==> config.mk <==
export PLATFORM = sky130hd
export DESIGN_NAME = automata_stream_controller
export DESIGN_NICKNAME = d
export VERILOG_FILES = /design/src/rtl/automata_ctrl_pkg.sv /design/src/rtl/automata_report_fifo.sv /design/src/rtl/automata_stream_controller.sv
export SDC_FILE = /design/constraint.sdc
export NUM_CORES = 1
export LEC_CHECK = 0
export BUFFER_PORTS_ARGS = -buffer_cell sky130_fd_sc_hd__buf_4
export CAP_MARGIN = 20
export CORE_MARGIN = 2
export CORE_UTILIZATION = 35
export DETAILED_ROUTE_END_ITERATION = 8
export GPL_TIMING_DRIVEN = 1
export SLEW_MARGIN = 5
export SYNTH_ARGS = -nofsm -noshare
export SYNTH_HDL_FRONTEND = slang
export SYNTH_SLANG_ARGS = --single-unit
==> constraint.sdc <==
create_clock -name clk -period 22 [get_ports clk]
set_input_delay 4.4 -clock clk [delete_from_list [all_inputs] [get_ports clk]]
set_output_delay 4.4 -clock clk [all_outputs]
set_load 0.01 [all_outputs]
==> src/rtl/automata_ctrl_pkg.sv <==
// Shared definitions for the automata stream controller: FSM encoding,
// report-entry layout and default parameter values.
package automata_ctrl_pkg;

  localparam int DEF_NUM_REPORTS = 28;
  localparam int DEF_SYM_W       = 8;
  localparam int DEF_OFF_W       = 32;
  localparam int DEF_FIFO_DEPTH  = 8;
  localparam int DEF_RPT_LAT     = 1;

  typedef enum logic [2:0] {
    ST_IDLE   = 3'd0,
    ST_CLEAR  = 3'd1,
    ST_STREAM = 3'd2,
    ST_DRAIN  = 3'd3,
    ST_FLUSH  = 3'd4
  } state_e;

  // One queued report: offset in the upper bits, vector in the lower bits.
  typedef struct packed {
    logic [DEF_OFF_W-1:0]       offset;
    logic [DEF_NUM_REPORTS-1:0] vector;
  } rpt_entry_t;

endpackage

==> src/rtl/automata_report_fifo.sv <==
// First-word-fall-through report FIFO; simultaneous push and pop both take
// effect, including a pop of the last entry while a new one is written.
module automata_report_fifo #(
  parameter int WIDTH = 60,
  parameter int DEPTH = 8
) (
  input  logic                     clk,
  input  logic                     reset,
  input  logic                     push,
  input  logic [WIDTH-1:0]         push_data,
  input  logic                     pop,
  output logic [WIDTH-1:0]         pop_data,
  output logic                     full,
  output logic                     empty,
  output logic [$clog2(DEPTH):0]   free_cnt
);

  localparam int PTR_W = $clog2(DEPTH);
  localparam int CNT_W = PTR_W + 1;

  logic [WIDTH-1:0] mem_q [DEPTH];
  logic [PTR_W-1:0] wr_ptr_q, wr_ptr_d;
  logic [PTR_W-1:0] rd_ptr_q, rd_ptr_d;
  logic [CNT_W-1:0] count_q, count_d;
  logic             do_push, do_pop;

  always_comb begin
    do_pop   = pop && (count_q != '0);
    do_push  = push && (!full || do_pop);
    wr_ptr_d = wr_ptr_q + PTR_W'(do_push);
    rd_ptr_d = rd_ptr_q + PTR_W'(do_pop);
    count_d  = count_q + CNT_W'(do_push) - CNT_W'(do_pop);
  end

  always_ff @(posedge clk) begin
    if (reset) begin
      wr_ptr_q <= '0;
      rd_ptr_q <= '0;
      count_q  <= '0;
    end else begin
      wr_ptr_q <= wr_ptr_d;
      rd_ptr_q <= rd_ptr_d;
      count_q  <= count_d;
    end
  end

  always_ff @(posedge clk) begin
    if (do_push) mem_q[wr_ptr_q] <= push_data;
  end

  assign pop_data = mem_q[rd_ptr_q];
  assign full     = (count_q == CNT_W'(DEPTH));
  assign empty    = (count_q == '0);
  assign free_cnt = CNT_W'(DEPTH) - count_q;

endmodule

==> src/rtl/automata_stream_controller.sv <==
// Streams symbols into an automata stage and queues nonzero report vectors
// with their symbol offsets. Optional feature: AUTOMATA_REPORT_COUNT_EN adds rpt_count.
module automata_stream_controller
  import automata_ctrl_pkg::*;
#(
  parameter int NUM_REPORTS = DEF_NUM_REPORTS,
  parameter int SYM_W       = DEF_SYM_W,
  parameter int OFF_W       = DEF_OFF_W,
  parameter int FIFO_DEPTH  = DEF_FIFO_DEPTH,
  parameter int RPT_LAT     = DEF_RPT_LAT
) (
  input  logic                   clk,
  input  logic                   reset,
  input  logic                   start,
  input  logic                   sym_valid,
  output logic                   sym_ready,
  input  logic [SYM_W-1:0]       sym_data,
  input  logic                   sym_last,
  output logic                   stage_run,
  output logic                   stage_reset,
  output logic [SYM_W-1:0]       stage_symbols,
  input  logic [NUM_REPORTS-1:0] stage_reports,
  output logic                   rpt_valid,
  input  logic                   rpt_ready,
  output logic [OFF_W-1:0]       rpt_offset,
  output logic [NUM_REPORTS-1:0] rpt_vector,
  output logic                   busy,
  output logic                   done
`ifdef AUTOMATA_REPORT_COUNT_EN
  ,
  output logic [OFF_W-1:0]       rpt_count
`endif
);

  localparam int CNT_W = $clog2(FIFO_DEPTH) + 1;
  localparam int SUM_W = CNT_W + 3;
  localparam int ENT_W = OFF_W + NUM_REPORTS;
  localparam logic [RPT_LAT-1:0] TAIL_MASK = RPT_LAT'(1) << (RPT_LAT - 1);

  state_e               state_q, state_d;
  logic [OFF_W-1:0]     offset_q, offset_d;
  logic [SYM_W-1:0]     sym_hold_q, sym_hold_d;
  logic [RPT_LAT-1:0]   sr_vld_q, sr_vld_d;
  logic [OFF_W-1:0]     sr_off_q [RPT_LAT];
  logic [OFF_W-1:0]     sr_off_d [RPT_LAT];
  logic                 accept, space_ok, tail_vld, push, pop;
  logic                 fifo_full, fifo_empty;
  logic [CNT_W-1:0]     fifo_free;
  logic [SUM_W-1:0]     reserve;
  logic [ENT_W-1:0]     push_data, pop_data;

  // Slots still needed: entries already in the latency pipe plus RPT_LAT more.
  always_comb begin
    reserve = SUM_W'(RPT_LAT);
    for (int i = 0; i < RPT_LAT; i++) reserve = reserve + SUM_W'(sr_vld_q[i]);
    space_ok = SUM_W'(fifo_free) > reserve;
  end

  always_ff @(posedge clk) begin
    if (reset) state_q <= ST_IDLE;
    else       state_q <= state_d;
  end

  always_comb begin
    state_d = state_q;
    case (state_q)
      ST_IDLE:   if (start) state_d = ST_CLEAR;
      ST_CLEAR:  state_d = ST_STREAM;
      ST_STREAM: if (accept && sym_last) state_d = ST_DRAIN;
      ST_DRAIN:  if ((sr_vld_q & ~TAIL_MASK) == '0) state_d = ST_FLUSH;
      ST_FLUSH:  if (fifo_empty) state_d = ST_IDLE;
      default:   state_d = ST_IDLE;
    endcase
  end

  always_comb begin
    sym_ready   = 1'b0;
    stage_reset = 1'b0;
    busy        = 1'b0;
    done        = 1'b0;
    if (reset) begin
      stage_reset = 1'b1;
    end else begin
      busy = (state_q != ST_IDLE);
      case (state_q)
        ST_CLEAR:  stage_reset = 1'b1;
        ST_STREAM: sym_ready   = space_ok;
        ST_FLUSH:  done        = fifo_empty;
        default:   ;
      endcase
    end
  end

  assign accept        = sym_valid && sym_ready;
  assign stage_run     = accept;
  assign stage_symbols = reset ? '0 : (accept ? sym_data : sym_hold_q);

  always_comb begin
    offset_d   = offset_q;
    sym_hold_d = sym_hold_q;
    sr_vld_d   = '0;
    sr_off_d   = sr_off_q;
    if (state_q == ST_CLEAR) offset_d = '0;
    else if (accept)         offset_d = offset_q + OFF_W'(1);
    if (accept) sym_hold_d = sym_data;
    sr_vld_d[0] = accept;
    sr_off_d[0] = offset_q;
    for (int i = 1; i < RPT_LAT; i++) begin
      sr_vld_d[i] = sr_vld_q[i-1];
      sr_off_d[i] = sr_off_q[i-1];
    end
  end

  always_ff @(posedge clk) begin
    if (reset) begin
      offset_q   <= '0;
      sym_hold_q <= '0;
      sr_vld_q   <= '0;
    end else begin
      offset_q   <= offset_d;
      sym_hold_q <= sym_hold_d;
      sr_vld_q   <= sr_vld_d;
    end
  end

  always_ff @(posedge clk) begin
    sr_off_q <= sr_off_d;
  end

  // Pipe tail lines up with the stage's report output for that symbol.
  assign tail_vld  = sr_vld_q[RPT_LAT-1];
  assign rpt_valid = !reset && !fifo_empty;
  assign pop       = rpt_valid && rpt_ready;
  assign push      = !reset && tail_vld && (stage_reports != '0) && (!fifo_full || pop);
  assign push_data = {sr_off_q[RPT_LAT-1], stage_reports};

  automata_report_fifo #(
    .WIDTH (ENT_W),
    .DEPTH (FIFO_DEPTH)
  ) u_fifo (
    .clk       (clk),
    .reset     (reset),
    .push      (push),
    .push_data (push_data),
    .pop       (pop),
    .pop_data  (pop_data),
    .full      (fifo_full),
    .empty     (fifo_empty),
    .free_cnt  (fifo_free)
  );

  assign rpt_offset = pop_data[ENT_W-1 -: OFF_W];
  assign rpt_vector = pop_data[NUM_REPORTS-1:0];

`ifdef AUTOMATA_REPORT_COUNT_EN
  logic [OFF_W-1:0] rpt_count_q, rpt_count_d;

  function automatic logic [OFF_W-1:0] sat_inc(input logic [OFF_W-1:0] v);
    return (&v) ? v : v + OFF_W'(1);
  endfunction

  always_comb begin
    rpt_count_d = rpt_count_q;
    if (state_q == ST_CLEAR) rpt_count_d = '0;
    else if (push)           rpt_count_d = sat_inc(rpt_count_q);
  end

  always_ff @(posedge clk) begin
    if (reset) rpt_count_q <= '0;
    else       rpt_count_q <= rpt_count_d;
  end

  assign rpt_count = rpt_count_q;
`endif

endmodule

==> flow_metrics.tcl <==
set metrics [dict create \
    arrival_ns 6.34 \
    port_buffers 115 \
    cp.required_ns 17.60 \
    p_leak_nw 8.12 \
    drive_gt1_frac 0.334 \
    grt_pass1_wl_um 65800 \
    status "finished, final reports clean" \
    io_pins 116 \
    post_cts_buffers 0 \
    core-area_um2 60200 \
    worstSetupStartpointType "input port" \
    die_h_um 251 \
    drt_wl_total_um 43400 \
    r2r-start "u_fifo.count_q[2]" \
    dr.pass1.iters 5 \
    ys_ff_latch 566 \
    maxCapViolCount 0 \
    rrSetupSlack_ns 17.99 \
    whs_ns 0.387 \
    fin_crit_sh 0.488 \
    critPathKind "input port to output port" \
    die_w_um 251 \
    cts_tree "done" \
    antenna_found_initial 2 \
    start_util 0.354 \
    ys_types 40 \
    cts-root-buf "clkbuf_16" \
    cts.repair.resized 0 \
    synth_top_area_frac 0.676 \
    max-vdd-ir-drop_mv 0.0483 \
    avgViaCountPerCell 5.06 \
    grt_pass1_vias 10500 \
    rows 90 \
    cp-end-kind "output port" \
    synth_area_um2 21300 \
    min_path_type "flop to flop" \
    whs_endpoint "sr_off_q[23]" \
    clkSlewWorstSetupHoldPaths_ns 0.06 \
    cts_max_level 2 \
    finish.utilization 0.415 \
    drc 0 \
    max_freq_mhz 93.1 \
    hold_buffers 0 \
    max_slew_margin 0.318 \
    finalHoldViolCount 0 \
    skew_ns 0.0182 \
    yosysWarnings 0 \
    wire_per_inst_um 21.5 \
    worst_pin_slew_ns 1.01 \
    grt_overflow 0 \
    area_growth_pct 17.3 \
    gp_congestion 0.739 \
    clockBufferDepth 3 \
    synth.area.top_cells "edfxtp_1 68%, mux4_2 13%, dfxtp_1 8.1%, mux2_2 3.2%, ha_1 0.88%" \
    tns_ns 0 \
    die_area_um2 62900 \
    cts_buffers 55 \
    vias 10200 \
    yosysTopAreaCell "edfxtp_1" \
    antenna_cells 0 \
    drtAntennaViolNets 0 \
    final_nets 1254 \
    rsz0062_at_grt "false" \
    setup_viol 0 \
    period_needed_ns 10.74 \
    seq_area_frac_synth 0.757 \
    crit_path_max_fanout 27 \
    synth_nets 1110 \
    clk_latency_ns 0.59 \
    synthCells 1052 \
    reg2reg_depth 8 \
    drt_iter0_markers 681 \
    hp-start "offset_q[23]" \
    cts.sinks 566 \
    crit-reg2reg-capture "u_fifo.mem_q[5][37]" \
    avgSynthCellArea_um2 20.3 \
    grt_use_total 0.139 \
    whs_path_depth 0 \
    maxSlewViolCount 0 \
    grt_max_degree 66 \
    p_per_area_nw_per_um2 94.4 \
    dpl.hpwl_um 24500 \
]
## registers in the layout, summed over array words and instances, names as in the netlist
name and flops:
u_fifo.wr_ptr_q 3, offset_q 32, u_fifo.rd_ptr_q 3, sr_off_q 32, sym_hold_q 8, u_fifo.count_q 4
state_q 3, sr_vld_q 1, u_fifo.mem_q 480
## synthesized netlist by cell type, drive strengths merged
master / count
o31ai: 6
nor3: 6
a21oi: 31
and3: 4
nor4: 11
nand3b: 1
xnor2: 8
edfxtp: 480
nor3b: 2
mux2i: 12
and2: 1
a311o: 2
dfxtp: 86
nand4: 11
mux4: 120
buf: 18
a311oi: 2
ha: 15
or4: 6
a31o: 1
or3: 20
clkbuf: 29
fa: 1
a31oi: 3
o21ai: 22
nand3: 16
nand2b: 4
inv: 12
mux2: 60
and4: 2
nor4b: 2
nor2: 26
nand2: 22
nor2b: 9
xor2: 1
## area by class of cell
| type | instances | area [um2] |
|---|---|---|
| fill | 5265 | 35200 |
| multi-input combinational | 427 | 5000 |
| inverter | 12 | 45.0 |
| timing repair buffer | 134 | 1010 |
| sequential | 566 | 16100 |
| clock buffer | 76 | 1600 |
| tap | 782 | 978 |
| clock inverter | 22 | 246 |
## metrics by stage
step / cell area [um2] / std cells / total power [mW] / worst slack [ns]
finish: 25000 / 2019 / 2.36 / 11.26
global route: 25000 / 2019 / 2.45 / 11.05
CTS: 25000 / 2019 / 2.40 / 11.20
detailed placement: 23200 / 1921 / 1.45 / 11.23
global placement: 23200 / 1921 / 1.45 / 11.29
floorplan: 21300 / 1052 / 1.36 / 10.07
## placed cells by master (no fill, tap or decap), types with 11 or more instances in the layout
cell	count
ha_1	15
nand2_1	21
mux4_2	120
edfxtp_1	480
nand4_1	11
mux2i_1	12
dfxtp_1	83
nand3_1	16
or3_1	20
buf_4	134
o21ai_0	21
mux2_2	60
inv_1	12
nor2_1	25
a21oi_1	31
clkbuf_16	58
## logic make-up (layout without fill, tap and decap cells)
logic type | after synthesis | in the layout | synth area share
DFF | 566 | 566 | 0.757
muxes | 192 | 192 | 0.164
and+or+nand+nor | 143 | 143 | 0.0369
AOI/OAI and AO/OA | 67 | 67 | 0.0176
buffers and inverters | 59 | 244 | 0.0112
adders and majority gates | 16 | 16 | 0.00974
xor gates and xnor gates | 9 | 9 | 0.00370
## worst max-delay path, stage by stage
cell and delay, ns:
buf_4 0.20, nor4b_4 0.29, nand2_2 0.14, a31oi_2 0.79, mux2i_1 0.27, nor2_1 0.08, buf_4 0.16
## per-layer routing
metal,part of all wire,GRT usage,vias to the layer above
li1,-,-,4609
met1,0.44,0.188,5283
met2,0.49,0.233,253
met3,0.050,0.0242,61
met4,0.016,0.0342,2
met5,0.00044,0,-
## worst max path at each step
| stage | startpoint | to | depth (start not counted) |
|---|---|---|---|
| global route | reset | stage_symbols[3] | 7 |
| floorplan | reset | u_fifo.mem_q[6][0] | 4 |
| finish | reset | stage_symbols[3] | 7 |
| detailed placement | reset | stage_symbols[3] | 7 |
| CTS | reset | stage_symbols[3] | 7 |
| global placement | reset | stage_symbols[5] | 7 |
## where the power goes
group / total [mW] / leakage [nW] / switching [mW] / internal [mW]
Clock: 0.946 / 0.905 / 0.381 / 0.564
Sequential: 1.18 / 5.24 / 0.0155 / 1.16
Combinational: 0.241 / 1.98 / 0.111 / 0.130
Power figures use the tool's default switching activity.
